$ cat config.mk
export PLATFORM = sky130hd
export DESIGN_NAME = cache_mem_port_arbiter
export DESIGN_NICKNAME = d
export VERILOG_FILES = /design/src/rtl/cache_arb_pkg.sv /design/src/rtl/cache_arb_owner_fifo.sv /design/src/rtl/cache_mem_port_arbiter.sv
export SDC_FILE = /design/constraint.sdc
export NUM_CORES = 1
export LEC_CHECK = 0
export CORE_AREA = 2 2 150 152
export CTS_CLUSTER_DIAMETER = 150
export DETAILED_ROUTE_END_ITERATION = 16
export DIE_AREA = 0 0 152 154
export GPL_TIMING_DRIVEN = 0
export HOLD_SLACK_MARGIN = 0.15
export PLACE_DENSITY = 0.47
export SLEW_MARGIN = 15
export SYNTH_ARGS = -nofsm -noshare
export SYNTH_HDL_FRONTEND = slang
export SYNTH_HIERARCHICAL = 1
export SYNTH_SLANG_ARGS = --single-unit
$ cat constraint.sdc
create_clock -name clk -period 5.45 [get_ports clk]
set_input_delay 1.09 -clock clk [delete_from_list [all_inputs] [get_ports clk]]
set_output_delay 1.09 -clock clk [all_outputs]
set_load 0.02 [all_outputs]
$ cat src/rtl/cache_arb_pkg.sv
// Shared types and constants for the two-requester cache memory port arbiter.
// Latency: n/a (types only).
// Backpressure: n/a.
//
// Message layouts match the 4-byte memory messages the caches and test memory
// already exchange: request 77 bits, response 47 bits.
package cache_arb_pkg;

  // Requester id, also the owner FIFO entry type
  typedef logic arb_id_t;

  localparam int      ARB_NUM_REQ = 2;
  localparam arb_id_t ARB_REQ0    = 1'b0;
  localparam arb_id_t ARB_REQ1    = 1'b1;

  localparam logic [2:0] MEM_MSG_TYPE_READ  = 3'd0;
  localparam logic [2:0] MEM_MSG_TYPE_WRITE = 3'd1;
  localparam logic [2:0] MEM_MSG_TYPE_INIT  = 3'd2;

  typedef struct packed {
    logic [2:0]  type_;
    logic [7:0]  opaque;
    logic [31:0] addr;
    logic [1:0]  len;
    logic [31:0] data;
  } mem_req_4B_t;

  typedef struct packed {
    logic [2:0]  type_;
    logic [7:0]  opaque;
    logic [1:0]  test;
    logic [1:0]  len;
    logic [31:0] data;
  } mem_resp_4B_t;

  // Reads and writes are the message types that come in line-sized bursts
  function automatic logic is_line_burst_type(input logic [2:0] t);
    return (t == MEM_MSG_TYPE_READ) || (t == MEM_MSG_TYPE_WRITE);
  endfunction

endpackage

$ cat src/rtl/cache_arb_owner_fifo.sv
// Owner FIFO: remembers which requester issued each in-flight memory request.
// Latency: push visible at head the cycle after; head is combinational from state.
// Backpressure: push ignored when full, pop ignored when empty (caller gates both).
//
// Ports: clk, reset (sync, active-high), push/push_id, pop, full, empty, head.
// DEPTH must be a power of two so the pointers wrap naturally.
module cache_arb_owner_fifo
  import cache_arb_pkg::*;
#(
  parameter int DEPTH = 4
) (
  input  logic    clk,
  input  logic    reset,
  input  logic    push,
  input  arb_id_t push_id,
  input  logic    pop,
  output logic    full,
  output logic    empty,
  output arb_id_t head
);

  localparam int PW = $clog2(DEPTH);
  localparam int CW = PW + 1;

  arb_id_t         slots [DEPTH];
  logic [PW-1:0]   wr_ptr;
  logic [PW-1:0]   rd_ptr;
  logic [CW-1:0]   count;
  logic            do_push;
  logic            do_pop;

  assign full    = (count == CW'(DEPTH));
  assign empty   = (count == '0);
  assign head    = slots[rd_ptr];
  assign do_push = push & ~full;
  assign do_pop  = pop & ~empty;

  always_ff @(posedge clk) begin
    if (do_push) begin
      slots[wr_ptr] <= push_id;
    end
  end

  always_ff @(posedge clk) begin
    if (reset) begin
      wr_ptr <= '0;
      rd_ptr <= '0;
      count  <= '0;
    end else begin
      if (do_push) wr_ptr <= wr_ptr + PW'(1);
      if (do_pop)  rd_ptr <= rd_ptr + PW'(1);
      case ({do_push, do_pop})
        2'b10:   count <= count + CW'(1);
        2'b01:   count <= count - CW'(1);
        default: count <= count;
      endcase
    end
  end

endmodule

$ cat src/rtl/cache_mem_port_arbiter.sv
// Shares one memory port between two cache requesters; round-robin per request.
// Latency: zero -- requests and responses pass combinationally in the same cycle.
// Backpressure: mem_req_rdy to the granted requester only; resp rdy of the owner to memory.
//
// Ports: clk, reset (sync, active-high);
//   req{0,1}_val/rdy/msg   requester request channels (mem_req_4B_t)
//   resp{0,1}_val/rdy/msg  requester response channels (mem_resp_4B_t)
//   mem_req_val/rdy/msg, mem_resp_val/rdy/msg  shared memory port
// Optional macro CACHE_ARB_LOCK_EN: keep a read/write burst of LINE_WORDS
// requests from one requester contiguous before switching.
module cache_mem_port_arbiter
  import cache_arb_pkg::*;
#(
  parameter int MAX_OUTSTANDING = 4,
  parameter int LINE_WORDS      = 4
) (
  input  logic         clk,
  input  logic         reset,

  input  logic         req0_val,
  output logic         req0_rdy,
  input  mem_req_4B_t  req0_msg,
  output logic         resp0_val,
  input  logic         resp0_rdy,
  output mem_resp_4B_t resp0_msg,

  input  logic         req1_val,
  output logic         req1_rdy,
  input  mem_req_4B_t  req1_msg,
  output logic         resp1_val,
  input  logic         resp1_rdy,
  output mem_resp_4B_t resp1_msg,

  output logic         mem_req_val,
  input  logic         mem_req_rdy,
  output mem_req_4B_t  mem_req_msg,
  input  logic         mem_resp_val,
  output logic         mem_resp_rdy,
  input  mem_resp_4B_t mem_resp_msg
);

  if (MAX_OUTSTANDING < 2 || (MAX_OUTSTANDING & (MAX_OUTSTANDING - 1)) != 0 ||
      LINE_WORDS < 1) begin : g_cfg_check
    $error("cache_mem_port_arbiter: MAX_OUTSTANDING must be a power of two >= 2, LINE_WORDS >= 1");
  end

  logic [ARB_NUM_REQ-1:0] req_val_vec;
  arb_id_t                prio;
  arb_id_t                rr_id;
  logic                   rr_vld;
  arb_id_t                sel_id;
  logic                   sel_vld;
  logic                   grant_vld;
  logic                   req_fire;
  logic                   resp_fire;
  logic                   route_vld;
  logic                   fifo_full;
  logic                   fifo_empty;
  arb_id_t                head_id;

  assign req_val_vec = {req1_val, req0_val};

  // Plain round-robin choice; prio only breaks ties
  assign rr_vld = |req_val_vec;
  assign rr_id  = (&req_val_vec) ? prio : (req1_val ? ARB_REQ1 : ARB_REQ0);

`ifdef CACHE_ARB_LOCK_EN
  localparam int BW = (LINE_WORDS > 1) ? $clog2(LINE_WORDS) : 1;

  logic          locked;
  arb_id_t       lock_id;
  logic [BW-1:0] burst_cnt;

  // While locked only the burst owner may be granted; the other side sees rdy 0
  assign sel_id  = locked ? lock_id : rr_id;
  assign sel_vld = locked ? req_val_vec[lock_id] : rr_vld;
`else
  assign sel_id  = rr_id;
  assign sel_vld = rr_vld;
`endif

  // Full gating uses the registered count: a same-cycle pop does not free a slot
  assign grant_vld   = sel_vld & ~fifo_full & ~reset;
  assign mem_req_val = grant_vld;
  assign mem_req_msg = (sel_id == ARB_REQ1) ? req1_msg : req0_msg;
  assign req0_rdy    = grant_vld & (sel_id == ARB_REQ0) & mem_req_rdy;
  assign req1_rdy    = grant_vld & (sel_id == ARB_REQ1) & mem_req_rdy;
  assign req_fire    = mem_req_val & mem_req_rdy;

  // Responses come back in order, so the FIFO head names their owner
  assign route_vld    = ~reset & ~fifo_empty;
  assign resp0_val    = route_vld & (head_id == ARB_REQ0) & mem_resp_val;
  assign resp1_val    = route_vld & (head_id == ARB_REQ1) & mem_resp_val;
  assign mem_resp_rdy = route_vld & ((head_id == ARB_REQ1) ? resp1_rdy : resp0_rdy);
  assign resp_fire    = mem_resp_val & mem_resp_rdy;
  assign resp0_msg    = mem_resp_msg;
  assign resp1_msg    = mem_resp_msg;

  cache_arb_owner_fifo #(
    .DEPTH (MAX_OUTSTANDING)
  ) u_owner_fifo (
    .clk     (clk),
    .reset   (reset),
    .push    (req_fire),
    .push_id (sel_id),
    .pop     (resp_fire),
    .full    (fifo_full),
    .empty   (fifo_empty),
    .head    (head_id)
  );

  always_ff @(posedge clk) begin
    if (reset) begin
      prio      <= ARB_REQ0;
`ifdef CACHE_ARB_LOCK_EN
      locked    <= 1'b0;
      lock_id   <= ARB_REQ0;
      burst_cnt <= '0;
`endif
    end else begin
`ifdef CACHE_ARB_LOCK_EN
      if (locked) begin
        if (req_fire) begin
          if (burst_cnt == BW'(LINE_WORDS - 1)) begin
            locked    <= 1'b0;
            burst_cnt <= '0;
            prio      <= ~lock_id;
          end else begin
            burst_cnt <= burst_cnt + BW'(1);
          end
        end else if (!sel_vld) begin
          // Owner dropped val mid-burst: give the port back early
          locked    <= 1'b0;
          burst_cnt <= '0;
        end
      end else if (req_fire) begin
        if (is_line_burst_type(mem_req_msg.type_) && (LINE_WORDS > 1)) begin
          // First beat of a burst counts as beat one
          locked    <= 1'b1;
          lock_id   <= sel_id;
          burst_cnt <= BW'(1);
        end else begin
          prio <= ~sel_id;
        end
      end
`else
      if (req_fire) begin
        prio <= ~sel_id;
      end
`endif
    end
  end

endmodule
* Word level (Yosys, flattened, before mapping)
Memories as Yosys holds them, arrays and structs flattened. A register that Yosys moved wholly into a read port is not among the register bits.
Cells that the tools add are included.
** Cells by class
- $add $sub $neg :: 4
- Equal/unequal tests :: 3
- Multiplexer cells :: 9
- Bitwise gates (word level) :: 21
- Reduce and logical (&&, ||, !) cells :: 4
** Operators by type and width (number)
- $mux W77 :: 1
- $and A1 B1 Y1 :: 16
- $pmux W3 S2 :: 1
- $mux W1 :: 5
- $not A1 Y1 :: 5
- $add A2 B1 Y2 const B :: 2
- $mux W2 :: 2
- $add A3 B1 Y3 const B :: 1
- $eq A3 B3 Y1 const B :: 1
- $logic_not A3 Y1 :: 1
- $sub A3 B1 Y3 const B :: 1
- $eq A2 B1 Y1 const B :: 1
- $eq A2 B2 Y1 const B :: 1
- $reduce_and A2 Y1 :: 1
- $reduce_bool A2 Y1 :: 1
- $reduce_or A2 Y1 :: 1
** Word-level totals
- Register bits :: 8
- RAM bits :: 4
- Input port bits :: 209
- Output and inout bits :: 177
- Word-level logic and storage cells :: 46
- Memories kept :: 1
** Memory list
- u_owner_fifo.slots :: words 4, bits a word 1, rd ports 1, clocked after Yosys merged registers in 1, wr ports 1, RTL line cache_arb_owner_fifo.sv:25 : arb_id_t slots [DEPTH];

* Logic depth before layout (Yosys ltp)
- Depth in word-level cells :: 8
- Depth in mapped cells :: 12
- Mapped depth without buffers :: 12

* By module
Netlist, hierarchy kept.
** By module, submodules not included
- cache_mem_port_arbiter :: times used 1, cells each 199, area each 1774.2 um^2
- cache_arb_owner_fifo :: times used 1, cells each 59, area each 618.1 um^2

* Least setup slack after synthesis
No wires, ideal clock.
- Path kind :: input-to-output
- From :: input req0_val
- To :: output req0_rdy
- Arrival time :: 2.242 ns
- Path slack :: 2.118 ns
- Cell stages on the path :: 2
- Path buffers :: 0
- Cell sequence :: inv_2 -> a2111oi_0
** Between the ends
- Cells in the longest elaborated chain, start to end :: 5
- Elaborated cells on any way between the ends :: 8
** Ends and longest elaborated chain
- from (decl) :: RTL line cache_mem_port_arbiter.sv:20 : input logic req0_val,
- $reduce_or A2 Y1 or $reduce_and A2 Y1 (tied branches) :: RTL line cache_mem_port_arbiter.sv:64, cache_mem_port_arbiter.sv:65
- $and A1 B1 Y1 or $mux W1 (tied branches) :: RTL line cache_mem_port_arbiter.sv:83, cache_mem_port_arbiter.sv:65
- $and A1 B1 Y1 or $not A1 Y1 (tied branches) :: RTL line cache_mem_port_arbiter.sv:83, cache_mem_port_arbiter.sv:86
- $and A1 B1 Y1 (*) (2 in a row) :: RTL line cache_mem_port_arbiter.sv:86 : assign req0_rdy = grant_vld & (sel_id == ARB_REQ0) & mem_req_rdy;
- to (decl) :: RTL line cache_mem_port_arbiter.sv:21 : output logic req0_rdy,
Mark *: on every way between the ends. The rest lies on a longest branch, timed or not.

==> parameters.txt <==
Parameter                              Value

Timing
  Worst-case clock skew ... between 0.001 and 0.0015 ns
  Worst Max-Slew Pin Slew ... between 0.4 and 0.5 ns
  Maximum operating frequency ... approximately 0.23 GHz
  Setup repair after global routing missed its margin ... false
  Final Cycle Share ... 79.9%
  Fin. max-slew vios ... 0
  Final Hold Fails ... 0
  Setup Total Neg Slack ... 0 ns
  Min cycle time layout ... 4.35 ns
  Final setup viols ... 0
  Relative max-transition margin ... between 70% and 80%

Power and ir drop
  Internal power consumption ... around 560 uW
  Flop pwr share ... approximately 14%
  Clock network fraction of total power ... 18.2%
  Ratio of total power to cell area ... roughly 130 mW/mm^2
  Gate power share ... between 60% and 70%
  Overall power of the completed layout ... between 800 and 900 uW
  Net switching component of the power ... between 200 and 300 uW
  Switching share of power ... about a third
  Leak Pwr ... approximately 0.0025 uW
  IR Drop Worst-Case VDD ... around 0.000076 V

Setup path
  Maximum cell stage delay along the critical path ... roughly 0.54 ns
  CP delay by family, top ... buffers and inverters
  List of cells traversed by the critical path ... clkdlybuf4s50_1, inv_2, o21ai_4, buf_6, buf_6, mux2_1, clkdlybuf4s50_1
  Data arrival, critical path ... around 3.3 ns
  Critical path launch point type ... input port
  Req. time, crit path ... 4.36 ns
  Worst-path fanout max ... 10
  Kind of critical path ... in2out
  Critical path capture point type ... primary output
  Slowest cell on the critical path ... sky130_fd_sc_hd__clkdlybuf4s50_1
  Number of buffer and inverter stages on the critical path ... 5

Place
  Placed standard-cell area ... just over 0.006 sq mm
  Port Buffer Count ... between 300 and 400
  Final estimated routing congestion in global placement ... between 0.7 and 0.8
  Post-DP HPWL ... 11,600 microns
  Post-placement cell count ... ~880

Die
  Number of rows in the core area ... 54
  Top-Level Pins ... roughly 390
  Vert. Die Dim ... 154 microns
  Die area ... approximately 0.023 sq mm
  Width of the die ... between 150 and 200 microns
  Core area ... roughly 0.022 sq mm
  Initial Util ... approximately 11%

Logic synthesis
  Library cell with the highest instance count after synthesis ... sky130_fd_sc_hd__buf_4
  Number of enable flip-flop cells after synthesis ... 4
  Yosys warning count ... 6
  Async set-reset flop share out of synthesis ... 0%
  Synth unique cells ... 31
  Synth top area cells ... sky130_fd_sc_hd__mux2_2, sky130_fd_sc_hd__buf_4, sky130_fd_sc_hd__dfxtp_1, sky130_fd_sc_hd__edfxtp_1, sky130_fd_sc_hd__mux2_1
  Cell type with the highest aggregate area in the netlist ... sky130_fd_sc_hd__mux2_2
  Share of the synthesized area in the top cell type ... between 30% and 40%
  Average footprint of a synthesized cell ... roughly 9.3 sq um
  Number of standard cells after synthesis ... about 260
  Syn Nets ... about 470
  FF+latch count, synth ... 14
  Most frequent cells after synthesis ... sky130_fd_sc_hd__buf_4, sky130_fd_sc_hd__mux2_2, sky130_fd_sc_hd__dfxtp_1, sky130_fd_sc_hd__nor2_1, sky130_fd_sc_hd__inv_1
  Most common flop cell mapped by yosys ... sky130_fd_sc_hd__dfxtp_1
  Portion of the post-synthesis area used by sequential elements ... 13.4%
  Synthesized area ... ~0.0024 sq mm

Outcome
  Run status ... finished clean

Final layout
  Net count reported at finish ... approximately 820
  Non-filler instance count after layout ... 880
  Post-route core utilization ... between 20% and 30%
  Fraction of layout instances using a drive strength above 1 ... 30.0%
  Area grow syn2layout ... 160%
  Non-Filler Cell Area, Final ... 0.00621 sq mm
  ANT cells ... 0

Clock tree
  Post-cts resize count ... 0
  Num CTS Buffers ... 3
  Maximum clock path buffer count ... 2
  H-tree levels ... 1
  Post-cts hold buffer count ... 0
  Sink Count ... 14
  Clock-pin transition on the worst setup and hold timing paths ... 0.04 ns
  Post-CTS repair timing setup buffer count ... 0
  Clock latency at the later pin of the worst-skew pair ... 0.24 ns
  Clock tree from TritonCTS ... yes
  CTS root buffer ... sky130_fd_sc_hd__clkbuf_16

Global route
  Global router's overall resource usage ... roughly 10%
  Number of antenna violations at the first check in global routing ... 0
  Grt ovf ... 0
  Largest net degree at the start of global routing ... 11
  Global-route wire length before repair ... roughly 18,000 microns
  Number of global-route vias before repair ... 3,253

Route
  Count of antenna-violating nets left after detailed routing ... 0
  Number of vias in the routed layout ... 3,076
  Remaining DRCs ... 0
  First DRT Iteration DRCs ... 77
  Number of iterations in the first detailed-routing pass ... 3
  DR vias/cell ... approximately 3.5
  Sum of routed wire length over all layers ... 12,700 microns
  Mean routed wirelength per cell ... about 14 microns

Flow run
  Maxcap violations ... 0

Worst hold path
  Hold Crit Class ... reg2reg
==> final timing paths <==
check,depth (start not counted),slack (ns),to,startpoint
hold / removal,2,0.50,flop,u_owner_fifo/rd_ptr[1]
setup reg to reg,12,2.76,u_owner_fifo/count[2],u_owner_fifo/count[2]
setup / recovery,7,1.10,mem_req_msg[68],req0_val
hold reg to reg,2,0.50,flop,u_owner_fifo/rd_ptr[1]
==> cells in the final DEF, fill, tap and decap left out, types with 4 or more instances in the layout <==
cell type	netlist	layout
sky130_fd_sc_hd__nor2_1	10	10
sky130_fd_sc_hd__a21oi_1	6	6
sky130_fd_sc_hd__and2_1	4	4
sky130_fd_sc_hd__mux2_2	69	69
sky130_fd_sc_hd__o21ai_0	4	4
sky130_fd_sc_hd__dfxtp_1	10	10
sky130_fd_sc_hd__inv_1	9	9
sky130_fd_sc_hd__buf_4	100	100
sky130_fd_sc_hd__clkdlybuf4s50_1	0	338
sky130_fd_sc_hd__ha_1	5	5
sky130_fd_sc_hd__nor3_1	4	4
sky130_fd_sc_hd__edfxtp_1	4	4
sky130_fd_sc_hd__mux2_1	8	8
==> kinds of logic (layout without fill, tap and decap cells) <==
kind of cell    after synthesis  count (layout)  share of synthesized area [%]
compound gates               14              14                           3.82
fa+ha+maj                     6               6                           3.45
mux                          79              79                           37.6
xor+xnor                      3               3                           1.10
flops                        14              14                           13.4
buf+inv                     113             455                           34.0
simple gates                 29              29                           6.59
==> power groups by stage <==
stage | Clock, uW | Sequential, uW | Combinational (uW)
detailed placement | 0 | 115 | 566
CTS | 154 | 113 | 569
floorplan | 0 | 115 | 259
global route | 158 | 114 | 592
finish | 150 | 114 | 561
global placement | 0 | 115 | 566
==> metal layers <==
layer  GRT usage (%)  vias to the layer above  routed length (microns)
li1                -                     1468                        -
met1            9.62                     1382                     4130
met2            20.1                      214                     7130
met3            3.58                       12                     1290
met4            1.91                        0                      144
met5               0                        -                        0
==> area by class of cell <==
class / count / area, sq um
Fill cell: 2294 / 15500
Clock buffer: 4 / 88.8
Inverter: 10 / 37.5
Sequential cell: 14 / 320
Timing Repair Buffer: 338 / 3380
Buffer: 103 / 777
Multi-Input combinational cell: 131 / 1260
Tap cell: 280 / 350
==> worst min-delay path, cell delays in order, from the launching register on <==
cell and delay, ns:
sky130_fd_sc_hd__dfxtp_1 0.30, sky130_fd_sc_hd__o21ai_0 0.07, sky130_fd_sc_hd__a21oi_1 0.07
==> per-stage QoR <==
| stage | hold slack (ns) | setup WS (ns) |
|---|---|---|
| CTS | 0.501 | 0.997 |
| floorplan | 0.459 | 2.12 |
| global route | 0.546 | 0.947 |
| finish | 0.497 | 1.10 |
| global placement | 0.472 | 1.03 |
| detailed placement | 0.495 | 1.01 |
(Power assumes the default switching activity.)
